===== src/rtl/serial_adder_pkg.sv =====
// Shared definitions for the bit-serial adder: FSM state encodings and default width.
package serial_adder_pkg;

  typedef enum logic [1:0] {
    SA_IDLE = 2'd0,
    SA_RUN  = 2'd1,
    SA_DONE = 2'd2
  } sa_state_t;

  localparam int SA_DEFAULT_WIDTH = 8;

endpackage


===== src/rtl/serial_adder_full_adder.sv =====
// Single-bit full adder cell; the serial adder reuses one instance every cycle.
module Full_Adder (
  input  logic a,
  input  logic b,
  input  logic cin,
  output logic sum,
  output logic cout
);

  assign sum  = a ^ b ^ cin;
  assign cout = (a & b) | (cin & (a ^ b));

endmodule


===== src/rtl/serial_adder.sv =====
// Bit-serial WIDTH-bit adder built from one Full_Adder and a carry flip-flop.
// Optional signed-overflow output enabled by defining SERIAL_ADDER_OVF_EN.
module serial_adder
  import serial_adder_pkg::*;
#(
  parameter int WIDTH = SA_DEFAULT_WIDTH
) (
  input  logic             clk,
  input  logic             rst_n,
  input  logic             start,
  input  logic [WIDTH-1:0] a,
  input  logic [WIDTH-1:0] b,
  input  logic             cin,
  output logic             busy,
  output logic             done,
  output logic [WIDTH-1:0] sum,
  output logic             cout
`ifdef SERIAL_ADDER_OVF_EN
  ,
  output logic             ovf
`endif
);

  localparam int CW = (WIDTH > 1) ? $clog2(WIDTH) : 1;
  localparam logic [CW-1:0] LAST = CW'(WIDTH - 1);

  sa_state_t        state;
  logic [WIDTH-1:0] a_sr;
  logic [WIDTH-1:0] b_sr;
  logic [WIDTH-1:0] sum_sr;
  logic             carry;
  logic [CW-1:0]    cnt;
  logic             cout_r;
  logic             fa_sum;
  logic             fa_cout;
`ifdef SERIAL_ADDER_OVF_EN
  logic             sign_a;
  logic             sign_b;
  logic             ovf_r;
`endif

  Full_Adder u_fa (
    .a   (a_sr[0]),
    .b   (b_sr[0]),
    .cin (carry),
    .sum (fa_sum),
    .cout(fa_cout)
  );

  // NOTE: all state uses non-blocking assignments so every register samples
  // pre-edge values; blocking here would let the shift see this cycle's carry.
  always_ff @(posedge clk or negedge rst_n) begin
    if (!rst_n) begin
      state  <= SA_IDLE;
      a_sr   <= '0;
      b_sr   <= '0;
      sum_sr <= '0;
      carry  <= 1'b0;
      cnt    <= '0;
      cout_r <= 1'b0;
`ifdef SERIAL_ADDER_OVF_EN
      sign_a <= 1'b0;
      sign_b <= 1'b0;
      ovf_r  <= 1'b0;
`endif
    end else begin
      case (state)
        SA_IDLE: begin
          if (start) begin
            a_sr  <= a;
            b_sr  <= b;
            carry <= cin;
            cnt   <= '0;
            state <= SA_RUN;
`ifdef SERIAL_ADDER_OVF_EN
            sign_a <= a[WIDTH-1];
            sign_b <= b[WIDTH-1];
`endif
          end
        end
        SA_RUN: begin
          // Sum bits enter at the MSB so after WIDTH shifts bit 0 sits at the LSB.
          sum_sr <= {fa_sum, sum_sr[WIDTH-1:1]};
          a_sr   <= a_sr >> 1;
          b_sr   <= b_sr >> 1;
          carry  <= fa_cout;
          cnt    <= cnt + 1'b1;
          if (cnt == LAST) begin
            state  <= SA_DONE;
            cout_r <= fa_cout;
`ifdef SERIAL_ADDER_OVF_EN
            ovf_r  <= (sign_a == sign_b) && (fa_sum != sign_a);
`endif
          end
        end
        SA_DONE: state <= SA_IDLE;
        default: state <= SA_IDLE;
      endcase
    end
  end

  assign busy = (state != SA_IDLE);
  assign done = (state == SA_DONE);
  assign sum  = sum_sr;
  assign cout = cout_r;
`ifdef SERIAL_ADDER_OVF_EN
  assign ovf  = ovf_r;
`endif

endmodule

===== config.mk =====
export PLATFORM = sky130hd
export DESIGN_NAME = serial_adder
export DESIGN_NICKNAME = d
export VERILOG_FILES = /design/src/rtl/serial_adder_pkg.sv /design/src/rtl/serial_adder_full_adder.sv /design/src/rtl/serial_adder.sv
export SDC_FILE = /design/constraint.sdc
export NUM_CORES = 1
export LEC_CHECK = 0
export BUFFER_PORTS_ARGS = -buffer_cell sky130_fd_sc_hd__clkbuf_2
export CORE_ASPECT_RATIO = 0.9
export CORE_MARGIN = 1.5
export CORE_UTILIZATION = 45
export CTS_CLUSTER_DIAMETER = 80
export DETAILED_ROUTE_END_ITERATION = 6
export PLACE_DENSITY = 0.68
export SYNTH_ARGS = -nofsm -noshare
export SYNTH_HDL_FRONTEND = slang
export SYNTH_SLANG_ARGS = --single-unit

===== constraint.sdc =====
create_clock -name clk -period 3.8 [get_ports clk]
set_input_delay 0.38 -clock clk [delete_from_list [all_inputs] [get_ports clk]]
set_output_delay 0.38 -clock clk [all_outputs]
set_load 0.005 [all_outputs]

# Word-level counts from Yosys, hierarchy flattened

Cells that the tools add are included.
Widths: inputs -> output; s select.

Multiplexer cells: 11
Bitwise logic cells: 5
Add/sub/neg operators: 1
$lt $le $gt $ge: 0
Equal/unequal tests: 5
Shifts and indexed selects: 0
Reduce and logical (&&, ||, !) cells: 6
$mul: 0
Div/mod/pow operators: 0

Operators by type and width:

| operator            | number |
|---|---|
| $pmux 8 s2          | 2 |
| $mux 8              | 2 |
| $pmux 3 s2          | 1 |
| $reduce_and 2->1    | 3 |
| $mux 2              | 2 |
| $ne 2x2->1 const B  | 2 |
| $pmux 2 s2          | 1 |
| $reduce_bool 2->1   | 2 |
| $add 3x1->3 const B | 1 |
| $eq 3x3->1 const B  | 1 |
| $mux 3              | 1 |
| $and 1x1->1         | 2 |
| $eq 2x1->1 const B  | 1 |
| $eq 2x2->1 const B  | 1 |
| $logic_not 2->1     | 1 |
| $pmux 1 s2          | 1 |
| $xor 1x1->1         | 2 |
| $mux 1              | 1 |
| $or 1x1->1          | 1 |

Bits of input ports: 20
Memory bits (read-only): 0
Bits in registers: 31
Latch bits: 0
Logic and storage cells: 35
Memories: 0
RAM bits: 0

# Longest topological paths before layout

Gate-level depths: netlist (run 1).

Word-level depth: 4
Depth in mapped cells: 4
Mapped depth without buffers: 4

# Modules after synthesis

Synthesis (run 1) repeated with hierarchy kept, for this count alone.

Cell total of the unflattened synthesis: 151
Area, all modules: 1624.1 um^2

Modules (own cells, without submodules):

| module       | times used | seq. area each (um^2) | area each (um^2) | cells each |
|---|---|---|---|---|
| serial_adder | 1          | 775.7                 | 1604.0           | 150 |
| Full_Adder   | 1          | 0.0                   | 20.0             | 1 |

# Least setup slack after synthesis (run 1)

Ideal clock, no wire load.

Kind: register to output
From: reg state[1]
To: out busy
Arrival: 1.005 ns
Stages on the path, launching flop included: 4
Required time: 3.420 ns
Slack: 2.415 ns
Path buffers: 2
Path through: dfrtp_1 buf_2 buf_2 or2_2

Cells in the longest elaborated chain, start to end: 1

RTL lines:

| what                     | RTL line            | RTL |
|---|---|---|
| start: declaration       | serial_adder.sv:27  | `sa_state_t state;` |
| start signal: assignment | serial_adder.sv:54  | `state <= SA_IDLE;` |
| start signal: assignment | serial_adder.sv:74  | `state <= SA_RUN;` |
| start signal: assignment | serial_adder.sv:89  | `state <= SA_DONE;` |
| $reduce_bool 2->1        | serial_adder.sv:102 | `assign busy = (state != SA_IDLE);` |
| end: declaration         | serial_adder.sv:14  | `output logic busy,` |

No other way between the ends.

# Worst setup path in the final report (run 1)

From: reg state[0]
To: reg carry

Cells in the longest elaborated chain, start to end: 3
Elaborated cells on any way between the ends: 6
Those cells by class: eq/ne: 2; mux: 1; reduce/logical: 3

RTL lines:

| what                                                                    | RTL line           | RTL |
|---|---|---|
| $eq 2x1->1 / $logic_not 2->1 (equally long branches)                    | serial_adder.sv:67 | `case (state)` |
| $reduce_bool 2->1 (no source line) / $ne 2x2->1 (equally long branches) | -                  |  |
| $reduce_and 2->1 (no source line)                                       | -                  |  |
| end signal: assignment                                                  | serial_adder.sv:72 | `carry <= cin;` |
| end signal: assignment                                                  | serial_adder.sv:86 | `carry <= fa_cout;` |
| end: declaration                                                        | serial_adder.sv:31 | `logic carry;` |

Several ways; a longest one is shown, not always the timed one.
A chain may end at the register's enable or synchronous reset.

==> summary.md, run 1 <==
| Metric | Value |
|---|---|
| Tcrit/Tclk final | 0.552 |
| TritonCTS clock tree | done |
| Min-delay worst type | primary input to asynchronous set/reset pin |
| Cts hold-fix bufs | 0 |
| Inst Count DP | 181 |
| Max transition margin | 0.377 |
| Outcome | finished, final reports clean |
| DRT Pass-1 Iters | 4 |
| Final #Nets | between 150 and 200 |
| Placement Cell Area | approximately 1700 um^2 |
| Cells after Synth | between 100 and 150 |
| Die Y | 58.1 um |
| Slew @ Worst Pin | approximately 0.93 ns |
| Syn_area_per_cell | between 10 and 15 um^2 |
| Max capacitance violation total | 0 |
| Grt total ovfl | 0 |
| Synth-to-Final Area Change | 15.5% |
| DR iter-0 viols | around 100 |
| Commonest cells after routing, fill and taps aside | 31 x dfrtp_1, 30 x clkbuf_2, 10 x nor3b_1 |
| Initial Util | 0.484 |
| Post-Route Setup TNS | 0 ns |
| Total track usage | 0.176 |
| Commonest non-fill, non-tap cell in the layout | dfrtp_1 |
| Initial antenna violation count | 0 |
| Hold Vio Cnt, Final | 0 |
| Critical path startpoint category | register |
| Final critical-path required period | around 2.1 ns |
| PwrDens | around 800 nW/um^2 |
| Routed wire length | a little under 3000 um |
| Unique masters post-synth | 28 |
| # resized after CTS | 0 |
| DR vias/cell | approximately 5.6 |
| Share of layout cells above drive strength 1 | 0.401 |
| Die area | 3730 um^2 |
| Max Buffers Root-to-Sink | 2 |
| Register area share after synthesis | 0.511 |
| Data required, critical path | 3.97 ns |
| Peak Freq | 0.477 GHz |
| Final Setup Violations | 0 |
| Peak supply drop | about 380 uV |
| Row count | 19 |
| # DRC | 0 |
| Max Slew Vio Count | 0 |
| Post-CTS Repair Setup Buffers | 0 |
| Mapped cell area | 1520 um^2 |
| Clock root buffer | clkbuf_8 |
| Vias | about 1,100 |
| Crit. End Element | register |
| Yosys reg bits | 31 |
| HPWL Detailed | between 1500 and 2000 um |
| Crit Path Class | register to register |
| Wirelength per Cell | ~15 um |
| First-pass GRT wire length | approximately 4900 um |
| Worst Skew | approximately 0.0067 ns |
| Leak pwr | between 0.8 and 0.9 nW |
| Non-filler cells in the finished layout | 189 |
| RSZ-0062 raised after global routing | false |
| CTS buffer count | 5 |
| Later-pin clock latency in the skew report | ~0.28 ns |
| Pin count of the biggest net entering global routing | 37 |
| Die X | 64.2 um |
| DRT antenna net count | 0 |
| Fin area | around 1800 um^2 |
| I/O pin cnt | 31 |
| PortBufs | 30 |
| Antenna cells | 0 |
| GPL Wtd Cong | around 0.71 |
| CTS clk-pin slew, worst paths | ~0.07 ns |
| Total power | roughly 0.0014 W |
| Mapped Nets | ~140 |
| Syn. warnings | 0 |
| Top fanout value on the critical path | 36 |
| Number of clock sinks | 31 |
| Number of global-route vias before repair | approximately 1,000 |
| Core area | around 3100 um^2 |
| CP Data Arrival Time | 2.26 ns |
| H-tree depth | 2 |
## sequential cells by signal, summed over array words and instances, names as in the netlist
register,cells
b_sr,8
sum,8
cnt,3
a_sr,8
carry,1
cout,1
state,2
## synthesized netlist by cell type, drive strengths merged
cell type   n  area [um^2]
nor4b       8         70.1
or2         1         6.26
nor3b      10         75.1
mux2i       1         10.0
o21bai      1         11.3
or4b        7         70.1
dfrtp      31          776
a211o       2         17.5
nand3b      1         7.51
o221a       7         78.8
a22o        2         17.5
and4bb      1         12.5
mux2        9          101
nor2b       1         6.26
a211oi      8         60.1
buf         9         60.1
clkbuf      2         7.51
o21ba       1         10.0
inv         9         33.8
ha          2         25.0
fa          1         20.0
nand2b      3         18.8
and2b       1         7.51
a21oi       1         5.00
nor4bb      1         10.0
## stage by stage
step           hold WS, ns   util  setup WS (ns)
5_1_grt              0.220  0.559           1.49
2_1_floorplan       0.0844      -           2.42
3_5_place_dp         0.490  0.527           1.71
3_3_place_gp         0.477  0.527           1.78
4_1_cts              0.178  0.559           1.69
6_report             0.152  0.559           1.70
## critical path, stage by stage (launching register included)
cell and delay (ns):
dfrtp_1 0.96, nand2b_1 0.57, o221a_2 0.46
## power by group
group          switching (W)  internal (W)  total, W
clock               0.000115      0.000165  0.000280
sequential          0.000147      0.000490  0.000637
combinational       0.000197      0.000294  0.000491
## kinds of logic after synthesis
family          synth area share
simple gates               0.187
flops                      0.511
buf+inv                   0.0668
fa+ha+maj                 0.0297
compound gates             0.132
mux                       0.0734
## cell type report
cell class / count / area [um^2]
flip-flops and latches: 31 / 776
multi-input cells: 69 / 641
well taps: 42 / 52.6
repair buffers: 30 / 150
clock buffers: 8 / 100
inverters: 9 / 33.8
fillers: 285 / 1390
## worst paths after layout
path                       startpoint       to  slack [ns]  cells after the start
max                          state[0]    carry        1.70                      2
min                             rst_n  a_sr[4]        0.15                      1
max reg2reg                  state[0]    carry        1.70                      2
min reg2reg                    cnt[0]   cnt[0]        0.50                      1
max in group asynchronous       rst_n  b_sr[1]        3.16                      1
min in group clk                 a[6]  a_sr[6]        0.45                      3
## layer usage
layer,wire (um),GRT usage,part of all wire,up-vias
met2,1370,0.262,0.47,27
met1,1330,0.243,0.46,522
li1,-,-,-,499
met4,45,0.0821,0.016,0
met3,157,0.0466,0.054,5
met5,0,0,0,-
Power figures use the tool's default switching activity.
==> inputs of run 2 (changes only) <==
--- a/config.mk
+++ b/config.mk
@@ -5,13 +5,14 @@
 export SDC_FILE = /design/constraint.sdc
 export NUM_CORES = 1
 export LEC_CHECK = 0
+export ABC_AREA = 1
 export BUFFER_PORTS_ARGS = -buffer_cell sky130_fd_sc_hd__clkbuf_2
 export CORE_ASPECT_RATIO = 0.9
 export CORE_MARGIN = 1.5
 export CORE_UTILIZATION = 45
 export CTS_CLUSTER_DIAMETER = 80
 export DETAILED_ROUTE_END_ITERATION = 6
-export PLACE_DENSITY = 0.68
+export PLACE_DENSITY = 0.7
 export SYNTH_ARGS = -nofsm -noshare
 export SYNTH_HDL_FRONTEND = slang
 export SYNTH_SLANG_ARGS = --single-unit
==> constraint.sdc (replaced) <==
create_clock -name clk -period 1.9 [get_ports clk]
set_input_delay 0.19 -clock clk [delete_from_list [all_inputs] [get_ports clk]]
set_output_delay 0.19 -clock clk [all_outputs]
set_load 0.005 [all_outputs]
==> summary.md, run 2 <==
| Metric | Value |
|---|---|
| Cell Int Power | 0.00174 W |
| Final critical-path required period | 1.24 ns |
| Outcome | finished, final reports clean |
| Max transition margin | 0.494 |
| Initial Util | 0.487 |
| Clk pwr share | 0.203 |
| Highest routed layer | met4 |
| Routed wire length | roughly 2800 um |
| Total power | around 0.0028 W |
| Final Setup Violations | 0 |
| Max capacitance violation total | 0 |
| Grt total ovfl | 0 |
| Register area share after synthesis | 0.507 |
| RSZ-0062 raised after global routing | false |
| Pin count of the biggest net entering global routing | 32 |
| First-pass GRT wire length | just under 5000 um |
| Post-CTS Repair Setup Buffers | 0 |
| Comb power frac | 0.392 |
| Commonest non-fill, non-tap cell in the layout | nand2_1 |
| Leak pwr | 1.05 nW |
| Pre-CTS setup slack | 0.668 ns |
| HPWL Detailed | 1940 um |
| Mapped Nets | ~220 |
| Post-Route Setup TNS | 0 ns |
| Crit Path Class | register to register |
| Crit. End Element | register |
| Met3 wire length | ~150 um |
| Net Sw Power | around 0.0011 W |
| DRT antenna net count | 0 |
| I/O pin cnt | 31 |
| Hold Crit Depth | 3 |
| Asr flop ratio synth | 1.00 |
| Synth area leader | dfrtp_1 |
| Data required, critical path | slightly above 2 ns |
| Fill count | slightly below 300 |
| Max Buffers Root-to-Sink | 2 |
| Cells after Synth | approximately 200 |
| Synth-to-Final Area Change | 17.4% |
| Peak Freq | between 0.8 and 0.9 GHz |
| Seq. cell area | roughly 780 um^2 |
| Vias | 1,214 |
| Final #Nets | around 250 |
| Row count | 19 |
| Finished Core Util | 0.572 |
| Worst Skew | roughly 0.0085 ns |
| CTS buffer count | 5 |
| Area occupied by multi-input gates | 553 um^2 |
| Worst hold slack | about 0.12 ns |
| Hold Vio Cnt, Final | 0 |
| DRT Pass-1 Iters | 4 |
| M1 WL | roughly 1400 um |
| Fin worst setup slack | around 0.66 ns |
| Die X | 64.4 um |
| Cell with the most instances after synthesis | nand2_1 |
| Antenna cells | 0 |
| CP Data Arrival Time | between 1 and 1.5 ns |
| Reg2Reg Depth | 5 |
| GPL Wtd Cong | roughly 0.75 |
| DR iter-0 viols | 42 |
| TritonCTS clock tree | done |
| Post-synth EDFFs | 0 |
| Core area | between 3000 and 4000 um^2 |
| Tcrit/Tclk final | 0.650 |
| Post-synth top cells | 82 x nand2_1, 34 x inv_1, 31 x dfrtp_1, 15 x nand3_1, 9 x o21ai_0 |
| Unique masters post-synth | 18 |
| Later-pin clock latency in the skew report | between 0.2 and 0.3 ns |
| Clock root buffer | clkbuf_8 |
| H-tree depth | 2 |
| Syn_area_per_cell | roughly 7.8 um^2 |
| Sequential power share | 0.405 |
| Synth Flop Type | dfrtp_1 |
| Peak supply drop | roughly 670 uV |
| Mapped cell area | between 1500 and 2000 um^2 |
| Max Slew Vio Count | 0 |
| Min-delay worst type | primary input to register |
| CTS clk-pin slew, worst paths | ~0.070 ns |
| Share of layout cells above drive strength 1 | 0.205 |
| Number of global-route vias before repair | about 1,100 |
| Syn. warnings | 0 |
| Commonest cells after routing, fill and taps aside | 82 x nand2_1, 34 x inv_1, 31 x dfrtp_1 |
| Die Y | roughly 60 um |
| Critical path startpoint category | register |
| Total track usage | 0.172 |
| DR vias/cell | ~4.5 |
| Number of clock sinks | 31 |
| PortBufs | 30 |
| Initial antenna violation count | 0 |
| # DRC | 0 |
| PwrDens | approximately 1600 nW/um^2 |
| Slew @ Worst Pin | around 0.76 ns |
| Top fanout value on the critical path | 24 |
| Post-synth top area share | 0.507 |
| Largest cells by area after synthesis | dfrtp_1 51%, nand2_1 20%, inv_1 8.3%, nand3_1 4.9%, o21ai_0 2.9% |
| Die area | around 3800 um^2 |
| Met2 wire length | 1240 um |
| Wirelength per Cell | 10.4 um |
| Sw frac | 0.391 |
| Yosys reg bits | 31 |
run 2: cell count changes after synthesis, sizes merged, moves of 9 or more:
| cell | before | now |
|---|---|---|
| nand2 | 0 | 85 |
| inv | 9 | 36 |
| nand3 | 0 | 15 |
| o21ai | 0 | 12 |
| nor3b | 10 | 0 |
| mux2 | 9 | 0 |
run 2: cell families after synthesis:
kind of cell / Yosys count / synth area share
AO/OA/AOI/OAI: 14 / 0.0483
buffers and inverters: 44 / 0.131
flip-flops: 31 / 0.507
AND/OR/NAND/NOR: 104 / 0.284
adder cells (fa/ha/maj): 3 / 0.0295
run 2: power groups by stage:
stage	Combinational [W]	Sequential, W	Clock (W)
after floorplan	0.000887	0.00114	0
after global placement	0.00110	0.00116	0
after detailed placement	0.00113	0.00117	0
after CTS	0.00114	0.00116	0.000592
after global routing	0.00130	0.00120	0.000625
final	0.00112	0.00116	0.000577
run 2: final cells by class:
type,count,area share
Timing Repair Buffer,33,0.0976
Clock inverter,1,0.00418
Tap cell,42,0.0293
Inverter,36,0.0753
Multi-Input combinational cell,121,0.308
Clock buffer,7,0.0537
Sequential cell,31,0.432
run 2: layer usage:
| metal | global-route usage | vias to the layer above |
|---|---|---|
| met1 | 0.228 | 539 |
| met2 | 0.260 | 25 |
| met5 | 0 | - |
| met4 | 0.0638 | 0 |
| li1 | - | 643 |
| met3 | 0.0650 | 7 |
run 2: worst max-delay path: stages, from the launching register on:
cell and delay (ns):
dfrtp_1 0.44, inv_2 0.10, nand2_4 0.23, nand2_4 0.19, nand3_1 0.12, nand2_1 0.05
run 2: final timing paths:
check	startpoint	endpoint	slack, ns
worst max-delay path	state[1]	carry	0.66
worst min-delay path	a[7]	a_sr[7]	0.12
worst max register to register	state[1]	carry	0.66
worst min register to register	b_sr[6]	b_sr[6]	0.48
max in group asynchronous	rst_n	sum[0]	0.91
min in group asynchronous	rst_n	sum[7]	0.51
run 2: metrics by stage:
stage	instances	area (um^2)
2_1_floorplan	196	1530
3_3_place_gp	262	1680
3_5_place_dp	262	1680
4_1_cts	271	1800
5_1_grt	271	1800
6_report	271	1800
run 2: repair_timing:
| item | in CTS | in global routing |
|---|---|---|
| gates resized for setup | 0 | 0 |
| hold buffers | 1 | 0 |
| endpoints found under the hold margin | 2 | 0 |
==> inputs of run 3 (changes only) <==
--- a/config.mk
+++ b/config.mk
@@ -5,7 +5,7 @@
 export SDC_FILE = /design/constraint.sdc
 export NUM_CORES = 1
 export LEC_CHECK = 0
-export ABC_AREA = 1
+export ABC_AREA = 0
 export BUFFER_PORTS_ARGS = -buffer_cell sky130_fd_sc_hd__clkbuf_2
 export CORE_ASPECT_RATIO = 0.9
 export CORE_MARGIN = 1.5
==> constraint.sdc (replaced) <==
create_clock -name clk -period 1.05 [get_ports clk]
set_input_delay 0.105 -clock clk [delete_from_list [all_inputs] [get_ports clk]]
set_output_delay 0.105 -clock clk [all_outputs]
set_load 0.005 [all_outputs]
==> summary.md, run 3 (synthesis results as in run 1) <==
| Metric | Value |
|---|---|
| Max transition margin | 0.704 |
| PortBufs | 30 |
| Pin count of the biggest net entering global routing | 18 |
| Clock root buffer | clkbuf_8 |
| Number of clock sinks | 31 |
| DR vias/cell | ~5.5 |
| DR iter-0 viols | 50 |
| Peak Freq | around 0.73 GHz |
| FF-to-FF setup slack | -0.31 ns |
| CTS clk-pin slew, worst paths | approximately 0.060 ns |
| Crit path from | state[1] |
| Failing checks | negative setup slack |
| Die area | 3730 um^2 |
| Data required, critical path | 1.20 ns |
| Initial Util | 0.484 |
| Routed wire length | 3740 um |
| Final critical-path required period | between 1 and 1.5 ns |
| CP Data Arrival Time | between 1.5 and 2 ns |
| Die X | 64.2 um |
| Grt total ovfl | 0 |
| I/O pin cnt | 31 |
| Crit Path Class | register to register |
| Number of global-route vias before repair | about 1,300 |
| Non-filler cells in the finished layout | 222 |
| DRT Pass-1 Iters | 4 |
| Share of layout cells above drive strength 1 | 0.661 |
| Slew @ Worst Pin | ~0.44 ns |
| HPWL Detailed | roughly 2200 um |
| Min-delay worst type | primary input to register |
| Hold Vio Cnt, Final | 0 |
| Antenna cells | 0 |
| Max Buffers Root-to-Sink | 2 |
| Peak supply drop | 1430 uV |
| Max capacitance violation total | 0 |
| Leak pwr | 1.07 nW |
| Critical Path End | b_sr[3] |
| Later-pin clock latency in the skew report | about 0.28 ns |
| Fin worst setup slack | -0.311 ns |
| TritonCTS clock tree | done |
| Commonest cells after routing, fill and taps aside | 30 x dfrtp_1, 30 x clkbuf_2, 23 x buf_4 |
| Reg-to-Reg Start | state[1] |
| Finished Core Util | 0.738 |
| DRT antenna net count | 0 |
| Core area | ~3100 um^2 |
| Reg2Reg Depth | 6 |
| Crit. End Element | register |
| First-pass GRT wire length | a little over 6000 um |
| Total track usage | 0.219 |
| Worst Skew | between 0.003 and 0.004 ns |
| Final #Nets | 204 |
| Row count | 19 |
| CTS buffer count | 5 |
| Vias | 1,212 |
| Max Slew Vio Count | 0 |
| Top fanout value on the critical path | 5 |
| Tcrit/Tclk final | 1.30 |
| # DRC | 0 |
| PwrDens | 2770 nW/um^2 |
| H-tree depth | 2 |
| Initial antenna violation count | 0 |
| Wirelength per Cell | around 17 um |
| GPL Wtd Cong | ~0.74 |
| Critical path startpoint category | register |
| Die Y | around 58 um |
| Final Setup Violations | 32 |
| Synth-to-Final Area Change | 52.6% |
| RSZ-0062 raised after global routing | true |
| Outcome | finished, violations left |
| Inst Count DP | 200 |
| FF-to-FF End | b_sr[3] |
==> run 3: changes by cell type in the layout (fill, tap and decap cells not counted), moves of 8 or more <==
cell     change
mux2_2       +8
o21ai_0      -9
nand3_1     -15
inv_1       -25
buf_4       +21
nand2_1     -82
buf_6        +8
==> run 3: metal layers <==
metal | part of all wire | routed length, um | vias up | GRT usage
li1 | - | - | 568 | -
met1 | 0.43 | 1620 | 612 | 0.272
met2 | 0.50 | 1880 | 24 | 0.350
met3 | 0.041 | 153 | 8 | 0.0660
met4 | 0.020 | 74 | 0 | 0.112
met5 | 0 | 0 | - | 0
==> run 3: timing repair <==
action	in CTS	in global routing
hold buffers	1	0
endpoints found under the hold margin	14	0
resized for setup	26	11
endpoints found under the setup margin	32	33
buffers inserted	13	3
pin swaps	13	1
==> run 3: power by group <==
group	internal, W	leakage [nW]	switching [W]
clock network	0.000440	0.0371	0.000407
logic	0.00201	0.668	0.00134
registers	0.00178	0.362	0.000424
total	0.00423	1.07	0.00217
==> run 3: layout make-up <==
type                       count  area [um^2]
clock buffer                   6         72.6
sequential                    31          777
fill                         214          822
inverter                       9         33.8
multi-input combinational     69          897
timing repair buffer          65          483
tap                           42         52.6
==> run 3: how the worst min path moves through the flow <==
| stage | from | depth (start not counted) | endpoint | slack, ns |
|---|---|---|---|---|
| floorplan | rst_n | 0 | a_sr[0] | -0.19 |
| global placement | rst_n | 1 | a_sr[6] | 0.05 |
| detailed placement | rst_n | 1 | a_sr[5] | 0.05 |
| CTS | a[0] | 3 | a_sr[0] | 0.18 |
| global route | b[3] | 3 | b_sr[3] | 0.16 |
| finish | b[3] | 3 | b_sr[3] | 0.16 |
==> run 3: worst max-delay path, stage by stage, from the launching register on <==
cell and delay, ns:
dfrtp_1 0.39, buf_6 0.13, buf_6 0.11, buf_6 0.11, buf_4 0.14, nor3b_1 0.27, a211oi_2 0.08
==> run 3: per-stage QoR <==
step	TNS [ns]	hold WS, ns	worst slack (ns)	power (W)	cell area (um^2)
floorplan	-3.18	-0.191	-0.244	0.00379	1610
global placement	-5.20	0.0539	-0.241	0.00449	1890
detailed placement	-5.91	0.0518	-0.256	0.00461	1890
CTS	-7.03	0.178	-0.306	0.00613	2220
global route	-8.65	0.160	-0.364	0.00682	2320
finish	-7.14	0.162	-0.311	0.00641	2320
